**config.mk**
```make
export PLATFORM = sky130hd
export DESIGN_NAME = ps2_host_tx
export DESIGN_NICKNAME = d
export VERILOG_FILES = /design/src/rtl/ps2_host_tx.sv
export SDC_FILE = /design/constraint.sdc
export NUM_CORES = 1
export LEC_CHECK = 0
export CORE_MARGIN = 8
export CORE_UTILIZATION = 60
export DETAILED_ROUTE_END_ITERATION = 16
export PLACE_DENSITY = 0.8
export SYNTH_ARGS = -nofsm -noshare
export SYNTH_HDL_FRONTEND = slang
export SYNTH_SLANG_ARGS = --single-unit
```
**constraint.sdc**
```tcl
create_clock -name clk -period 6.22 [get_ports clk]
set_clock_uncertainty 0.05 [all_clocks]
set_input_delay 1.244 -clock clk [delete_from_list [all_inputs] [get_ports clk]]
set_output_delay 1.244 -clock clk [all_outputs]
set_load 0.02 [all_outputs]
```
**src/rtl/ps2_host_tx.sv**
```systemverilog
// Host-to-device PS/2 transmitter: inhibits the bus, requests to send, then
// shifts one command byte out on device-generated clock edges.
module ps2_host_tx #(
  parameter int unsigned INHIBIT_CYCLES = 6500,
  parameter int unsigned TIMEOUT_CYCLES = 1_300_000
) (
  input  logic       clk,
  input  logic       rst,
  input  logic [7:0] tx_data,
  input  logic       tx_start,
  output logic       busy,
  output logic       done,
  output logic       ack_ok,
  output logic       err_timeout,
  input  logic       ps2_clk_in,
  input  logic       ps2_data_in,
  output logic       ps2_clk_oe,
  output logic       ps2_data_oe
);

  localparam int unsigned IW = $clog2(INHIBIT_CYCLES + 1);
  localparam int unsigned TW = $clog2(TIMEOUT_CYCLES + 1);

  localparam logic [2:0] S_IDLE    = 3'd0;
  localparam logic [2:0] S_INHIBIT = 3'd1;
  localparam logic [2:0] S_REQ     = 3'd2;
  localparam logic [2:0] S_SEND    = 3'd3;
  localparam logic [2:0] S_ACK     = 3'd4;
  localparam logic [2:0] S_WAIT    = 3'd5;

  logic          clk_meta, clk_sync, clk_prev;
  logic          data_meta, data_sync;
  logic          fe_c;

  logic [2:0]    state, state_n;
  logic [7:0]    data_q, data_q_n;
  logic          parity_q, parity_n;
  logic [3:0]    bit_cnt, bit_cnt_n;
  logic [IW-1:0] inh_cnt, inh_cnt_n;
  logic [TW-1:0] to_cnt, to_cnt_n;
  logic          ack_q, ack_n;
  logic          clk_oe_n, data_oe_n, busy_n, done_n, ack_ok_n, err_n;
  logic          to_active_c, to_hit_c;

  // Pad synchronizers; reset to the idle (released, high) bus level.
  always_ff @(posedge clk) begin
    if (rst) begin
      clk_meta  <= 1'b1;
      clk_sync  <= 1'b1;
      clk_prev  <= 1'b1;
      data_meta <= 1'b1;
      data_sync <= 1'b1;
    end else begin
      clk_meta  <= ps2_clk_in;
      clk_sync  <= clk_meta;
      clk_prev  <= clk_sync;
      data_meta <= ps2_data_in;
      data_sync <= data_meta;
    end
  end

  assign fe_c = clk_prev & ~clk_sync;

  always_ff @(posedge clk) begin
    if (rst) begin
      state       <= S_IDLE;
      data_q      <= '0;
      parity_q    <= 1'b0;
      bit_cnt     <= '0;
      inh_cnt     <= '0;
      to_cnt      <= '0;
      ack_q       <= 1'b0;
      ps2_clk_oe  <= 1'b0;
      ps2_data_oe <= 1'b0;
      busy        <= 1'b0;
      done        <= 1'b0;
      ack_ok      <= 1'b0;
      err_timeout <= 1'b0;
    end else begin
      state       <= state_n;
      data_q      <= data_q_n;
      parity_q    <= parity_n;
      bit_cnt     <= bit_cnt_n;
      inh_cnt     <= inh_cnt_n;
      to_cnt      <= to_cnt_n;
      ack_q       <= ack_n;
      ps2_clk_oe  <= clk_oe_n;
      ps2_data_oe <= data_oe_n;
      busy        <= busy_n;
      done        <= done_n;
      ack_ok      <= ack_ok_n;
      err_timeout <= err_n;
    end
  end

  assign to_active_c = (state == S_REQ) || (state == S_SEND) ||
                       (state == S_ACK) || (state == S_WAIT);
  assign to_hit_c    = to_cnt >= TW'(TIMEOUT_CYCLES - 1);

  always_comb begin
    state_n   = state;
    data_q_n  = data_q;
    parity_n  = parity_q;
    bit_cnt_n = bit_cnt;
    inh_cnt_n = inh_cnt;
    to_cnt_n  = to_cnt;
    ack_n     = ack_q;
    clk_oe_n  = ps2_clk_oe;
    data_oe_n = ps2_data_oe;
    done_n    = 1'b0;
    ack_ok_n  = 1'b0;
    err_n     = 1'b0;

    case (state)
      S_IDLE: begin
        clk_oe_n  = 1'b0;
        data_oe_n = 1'b0;
        // The done cycle is still part of the previous transfer.
        if (tx_start && !done) begin
          data_q_n  = tx_data;
          parity_n  = ~^tx_data;
          bit_cnt_n = '0;
          inh_cnt_n = '0;
          to_cnt_n  = '0;
          ack_n     = 1'b0;
          clk_oe_n  = 1'b1;
          state_n   = S_INHIBIT;
        end
      end
      S_INHIBIT: begin
        if (inh_cnt != IW'(INHIBIT_CYCLES)) inh_cnt_n = inh_cnt + IW'(1);
        if (inh_cnt >= IW'(INHIBIT_CYCLES - 1)) begin
          data_oe_n = 1'b1;
          state_n   = S_REQ;
        end
      end
      S_REQ: begin
        clk_oe_n = 1'b0;
        state_n  = S_SEND;
      end
      S_SEND: begin
        if (fe_c) begin
          bit_cnt_n = bit_cnt + 4'd1;
          if (bit_cnt < 4'd8) begin
            data_oe_n = ~data_q[bit_cnt[2:0]];
          end else if (bit_cnt == 4'd8) begin
            data_oe_n = ~parity_q;
          end else begin
            data_oe_n = 1'b0;
            state_n   = S_ACK;
          end
        end
      end
      S_ACK: begin
        if (fe_c) begin
          ack_n   = ~data_sync;
          state_n = S_WAIT;
        end
      end
      S_WAIT: begin
        if (clk_sync && data_sync) begin
          done_n   = 1'b1;
          ack_ok_n = ack_q;
          state_n  = S_IDLE;
        end
      end
      default: begin
        clk_oe_n  = 1'b0;
        data_oe_n = 1'b0;
        state_n   = S_IDLE;
      end
    endcase

    // Abort on timeout unless a normal completion lands in the same cycle.
    if (to_active_c) begin
      if (to_cnt != TW'(TIMEOUT_CYCLES)) to_cnt_n = to_cnt + TW'(1);
      if (to_hit_c && !done_n) begin
        clk_oe_n  = 1'b0;
        data_oe_n = 1'b0;
        done_n    = 1'b1;
        ack_ok_n  = 1'b0;
        err_n     = 1'b1;
        state_n   = S_IDLE;
      end
    end

    busy_n = (state_n != S_IDLE) || done_n;
  end

endmodule

```
======== After elaboration in Yosys (flattened, before gate mapping) ========
Cells that the tools add are included.
operators by class
  add/subtract/negate cells ............... 3
  $mul .................................... 0
  div/mod/pow operators ................... 0
  $lt $le $gt $ge ......................... 4
  equality and inequality tests ........... 12
  shift-type cells ........................ 0
  mux-type cells .......................... 45
  bitwise logic cells ..................... 6
  reduce and logical (&&, ||, !) cells .... 22
operator list
  kind                   count
  $mux 21                4
  $mux 3                 9
  $mux 13                2
  $pmux 13 s2            1
  $add 21x1->21 const B  1
  $ge 21x21->1 const B   1
  $mux 1                 21
  $ne 21x21->1 const B   1
  $pmux 3 s6             1
  $add 13x1->13 const B  1
  $ge 13x13->1 const B   1
  $ne 13x13->1 const B   1
  $reduce_and 3->1       3
  $mux 4                 2
  $ne 2x2->1 const B     4
  $pmux 4 s2             1
  $reduce_xnor 8->1      1
  $eq 3x2->1 const B     2
  $eq 3x3->1 const B     2
  $reduce_bool 2->1      3
  $not 1->1              5
  $add 4x1->4 const B    1
  $eq 4x4->1 const B     1
  $logic_or 1x1->1       4
  other kinds (15)       19
word-level totals
  flip-flop bits (word level) ............. 62
  bits in latches ......................... 0
  memory bits (writable) .................. 0
  memory bits (read-only) ................. 0
  logic and storage cells ................. 110
  memories kept ........................... 0

======== Depth between registers and ports, before layout ========
  depth in word-level cells ............... 9
  mapped depth ............................ 8
  gate-level depth less buffers ........... 7

======== Worst setup path before layout ========
No wires, ideal clock.
  kind .................................... input -> register
  start point ............................. input port tx_start
  end point ............................... register inh_cnt[5]
  library setup time ...................... 0.070 ns
  arrival time ............................ 2.239 ns
  required time ........................... 6.100 ns
  path slack .............................. 3.860 ns
  stages .................................. 6
  cells stage by stage .................... and3_1 buf_2 a21oi_1 buf_2 or3_1 a21oi_1
on the way
  cells in the longest elaborated chain, start to end .. 3
RTL lines
  what                               RTL line  RTL
  from (decl)                        10        input logic tx_start,
  $logic_and 1x1->1                  119       if (tx_start && !done) begin
  $ne 2x2->1 (no source line)        n/a
  $reduce_and 3->1 (no source line)  n/a
  to (signal assigned)               84        inh_cnt <= inh_cnt_n;
  to (decl)                          39        logic [IW-1:0] inh_cnt, inh_cnt_n;
Every way passes these cells.
A chain may end at the register's enable or synchronous reset.

======== Final worst setup path ========
  start point ............................. input port tx_start
  end point ............................... register inh_cnt[10]
Same word-level chain as after synthesis.

==> results.md <==
- The prevailing post-synth register cell is sky130_fd_sc_hd__dfxtp_1.
- In this run, post-CTS repair resized a total of 0 instances.
- The number of flops mapped to enable cells by yosys is 0.
- Post-CTS timing repair inserted 0 buffers for setup.
- The initialized floorplan defines 26 standard-cell rows.
- The share of the Yosys chip area taken by registers is 0.404.
- 19 I/O pins were placed.
- The final hold violation count is 0.
- The number of hold buffers added after CTS was 0.
- Across all register-to-register paths, the minimum setup slack is between 3 and 4 ns.
- The number of detailed-routing iterations run before antenna repair is 4.
- The run finished with clean final reports.
- For this run, the total global-route usage over all layers was measured as 0.185.
- The detailed-route wire length per cell is between 10 and 15 um.
- The die height is roughly 88 um.
- Of the cells placed in the final design, the portion with a size suffix greater than 1 is 0.0757.
- The count of buffers from port buffering is 18.
- The number of flip-flops and latches in the synthesized netlist is slightly above 60.
- For this run, the share of the core covered by cells in the final layout is 0.695.
- The relative max-transition margin is 0.310.
- The initial utilization of the core area, before any placement, comes to 0.613.
- The level count of the clock H-tree is 3.
- The average footprint of a synthesized cell is about 8.4 sq um.
- The type of the setup path with the least slack is in -> reg.
- Summing all flip-flop and latch instances after layout gives between 1000 and 1500 sq um.
- Yosys attributes the largest share of cell area to sky130_fd_sc_hd__dfxtp_1 40%, sky130_fd_sc_hd__xor2_1 6.0%, sky130_fd_sc_hd__nand2_1 5.6%, sky130_fd_sc_hd__nor2_1 4.5%, sky130_fd_sc_hd__a21oi_1 4.2%.
- At the pin with the least slew margin, the transition time is between 1 and 1.5 ns.
- The area growth from synthesis to layout is 13.4%.
- The first global-routing pass estimated about 11000 um of wire.
- After the flow finishes, the layout carries non-filler instances totaling approximately 450.
- The number of endpoints failing setup at the final stage is 0.
- The max-slew violation count is 0.
- Of the post-synthesis cell area, the dominant cell type holds 0.404.
- The number of global-route vias before repair came to 2477.
- Fill cells in the final layout number ~450.
- The final-stage net count is 398.
- The CTS tree is done.
- Of all nets on the critical path, the largest fanout is 19.
- Adding up every negative setup slack in the final design gives 0 ns.
- In the finished design, the share of the clock period the worst path needs comes to 0.517.
- The post-placement setup slack is 2.66 ns.
- The achievable frequency is 0.311 GHz.
- Including well taps, the total number of placed cells is about 440.
- The worst path required time is ~6.4 ns.
- Clock-pin slew was measured on the worst setup and hold paths at about 0.060 ns.
- After technology mapping, the gate count stands at approximately 370.
- Summed over all layers, the global routing overflow is 0.
- The insertion delay of the later-clocked pin in the worst-skew pair is 0.35 ns.
- The warning count from the yosys run is 0.
- The width of the die is a little under 90 um.
- CTS saw between 60 and 70 sinks.
- Summed over all cells, the static leakage comes to ~1.2 nW.
- The number of antenna violations at the first check in global routing was 0.
- The worst setup path is launched from a primary input.
- The tree is rooted in a sky130_fd_sc_hd__clkbuf_8.
- IR analysis of the VDD net gives a maximum drop of roughly 190 uV.
- The number of nets handed over by synthesis was 384.
- The number of clock buffers inserted by TritonCTS is 9.
- The post-synthesis cell area is roughly 3100 sq um.
- The repair_antennas step left the layout with diodes totalling 0.
- In this run the power density over the cells is 254 nW/um^2.
- The last weighted congestion value of the routability-driven placer is 0.855.
- The clock period could shrink to approximately 3.2 ns.
- The final routed DRC violation total is 0.
- The number of maximum-capacitance violations is 0.
- Detailed placement finished with a half-perimeter wire length of around 4500 um.
- The first routing iteration left roughly 180 violations.
- The placeable core area is 5010 sq um.
- The data arrival at the endpoint of the critical path is 3.42 ns.
- The count of nets left with antenna violations after detail routing is 0.
- The area of the multi-input gates is approximately 1700 sq um.
- The proportion of synthesized flip-flops having asynchronous set or reset is 0.
- The largest net degree at the start of global routing is 30.
- In the post-route analysis, the smallest setup slack over all paths is between 3 and 4 ns.
- Setup repair after global routing left no endpoint under its margin.
- The per-cell via count in the routed design is slightly below 6.
- The endpoint type of the worst setup path is a register.
- The routed layout has 2612 vias.
- The full die area is 7670 sq um.
- The routed wire length is approximately 6400 um.
- The min-delay analysis places its worst path in the category reg -> reg.
- In this run the deepest clock path goes through 2 buffers.
- The largest total area in the synthesized netlist belongs to sky130_fd_sc_hd__dfxtp_1.
- The number of library cell types mapped by synthesis is 54.
## cells in the final DEF (no fill, tap or decap), types with 7 or more instances in the layout
| master | netlist | final |
|---|---|---|
| sky130_fd_sc_hd__a21oi_1 | 26 | 26 |
| sky130_fd_sc_hd__inv_1 | 11 | 11 |
| sky130_fd_sc_hd__xnor2_1 | 11 | 11 |
| sky130_fd_sc_hd__nand3_1 | 15 | 15 |
| sky130_fd_sc_hd__or4_1 | 7 | 7 |
| sky130_fd_sc_hd__nand4_1 | 12 | 12 |
| sky130_fd_sc_hd__nor3_1 | 9 | 9 |
| sky130_fd_sc_hd__clkdlybuf4s50_1 | 0 | 18 |
| sky130_fd_sc_hd__o21ai_0 | 9 | 9 |
| sky130_fd_sc_hd__nand2_1 | 46 | 46 |
| sky130_fd_sc_hd__xor2_1 | 21 | 21 |
| sky130_fd_sc_hd__nor2_1 | 37 | 37 |
| sky130_fd_sc_hd__and3_1 | 8 | 8 |
| sky130_fd_sc_hd__dfxtp_1 | 62 | 62 |
| sky130_fd_sc_hd__clkbuf_8 | 0 | 9 |
## registers in the layout, summed over array words and instances (netlist names)
register	flops
busy	1
to_cnt	21
clk_prev	1
done	1
clk_meta	1
err_timeout	1
clk_sync	1
ack_q	1
bit_cnt	4
ps2_data_oe	1
parity_q	1
data_meta	1
ack_ok	1
inh_cnt	13
data_sync	1
ps2_clk_oe	1
data_q	8
state	3
## cell families after synthesis
family,share of synthesized area
xor gates and xnor gates,0.0912
adders and majority gates,0.0244
muxes,0.0281
AOI/OAI and AO/OA,0.141
DFF,0.404
buffers and inverters,0.0354
and+or+nand+nor,0.276
## cell type report
cell class | instances | share of cell area
Tap cell | 70 | 0.0251
Clock inverter | 4 | 0.0208
Multi-Input combinational cell | 276 | 0.494
Inverter | 11 | 0.0119
Clock buffer | 11 | 0.0377
Sequential cell | 62 | 0.356
Timing Repair Buffer | 19 | 0.0539
## per-stage QoR
step	area, sq um	hold slack [ns]	total power (W)
finish	3480	0.362	0.000884
global route	3480	0.382	0.000924
CTS	3480	0.367	0.000893
detailed placement	3280	0.349	0.000519
global placement	3280	0.343	0.000515
floorplan	3070	0.339	0.000492
## cells in the mapped netlist (3+ instances only)
library cell and instances:
sky130_fd_sc_hd__dfxtp_1 62, sky130_fd_sc_hd__nand2_1 46, sky130_fd_sc_hd__nor2_1 37, sky130_fd_sc_hd__a21oi_1 26
sky130_fd_sc_hd__xor2_1 21, sky130_fd_sc_hd__nand3_1 15, sky130_fd_sc_hd__nand4_1 12, sky130_fd_sc_hd__inv_1 11
sky130_fd_sc_hd__xnor2_1 11, sky130_fd_sc_hd__nor3_1 9, sky130_fd_sc_hd__o21ai_0 9, sky130_fd_sc_hd__and3_1 8
sky130_fd_sc_hd__clkbuf_1 8, sky130_fd_sc_hd__or4_1 7, sky130_fd_sc_hd__buf_2 6, sky130_fd_sc_hd__ha_1 6
sky130_fd_sc_hd__or2_2 6, sky130_fd_sc_hd__o31ai_1 5, sky130_fd_sc_hd__and2_1 4, sky130_fd_sc_hd__mux2i_1 3
sky130_fd_sc_hd__nand2b_1 3, sky130_fd_sc_hd__nor2b_1 3, sky130_fd_sc_hd__nor3b_1 3, sky130_fd_sc_hd__o2111ai_1 3
sky130_fd_sc_hd__or3_1 3
## critical path, stage by stage
cell and delay [ns]:
sky130_fd_sc_hd__clkdlybuf4s50_1 0.47, sky130_fd_sc_hd__and3_1 0.60, sky130_fd_sc_hd__a21oi_1 0.37, sky130_fd_sc_hd__or4_1 0.59, sky130_fd_sc_hd__a21oi_1 0.15
## power by group
part | total, W | switching (W) | internal (W)
logic | 0.0000895 | 0.0000536 | 0.0000360
registers | 0.000421 | 0.0000108 | 0.000410
clock network | 0.000374 | 0.000151 | 0.000223
## routing by layer
metal	track usage	vias to the layer above	routed length (um)
met1	0.228	1236	3070
li1	-	1314	-
met2	0.289	51	2940
met5	0	-	0
met3	0.0582	11	285
met4	0.0844	0	92
## worst paths after layout
kind | from | end | cells past startpoint
max reg2reg | state[2]$_SDFF_PP0_ | inh_cnt[10]$_SDFFE_PP0P_ | 5
max | tx_start | inh_cnt[10]$_SDFFE_PP0P_ | 5
min reg2reg | clk_meta$_SDFF_PP1_ | clk_sync$_SDFF_PP1_ | 1
min | clk_meta$_SDFF_PP1_ | clk_sync$_SDFF_PP1_ | 1
(Power assumes the default switching activity.)
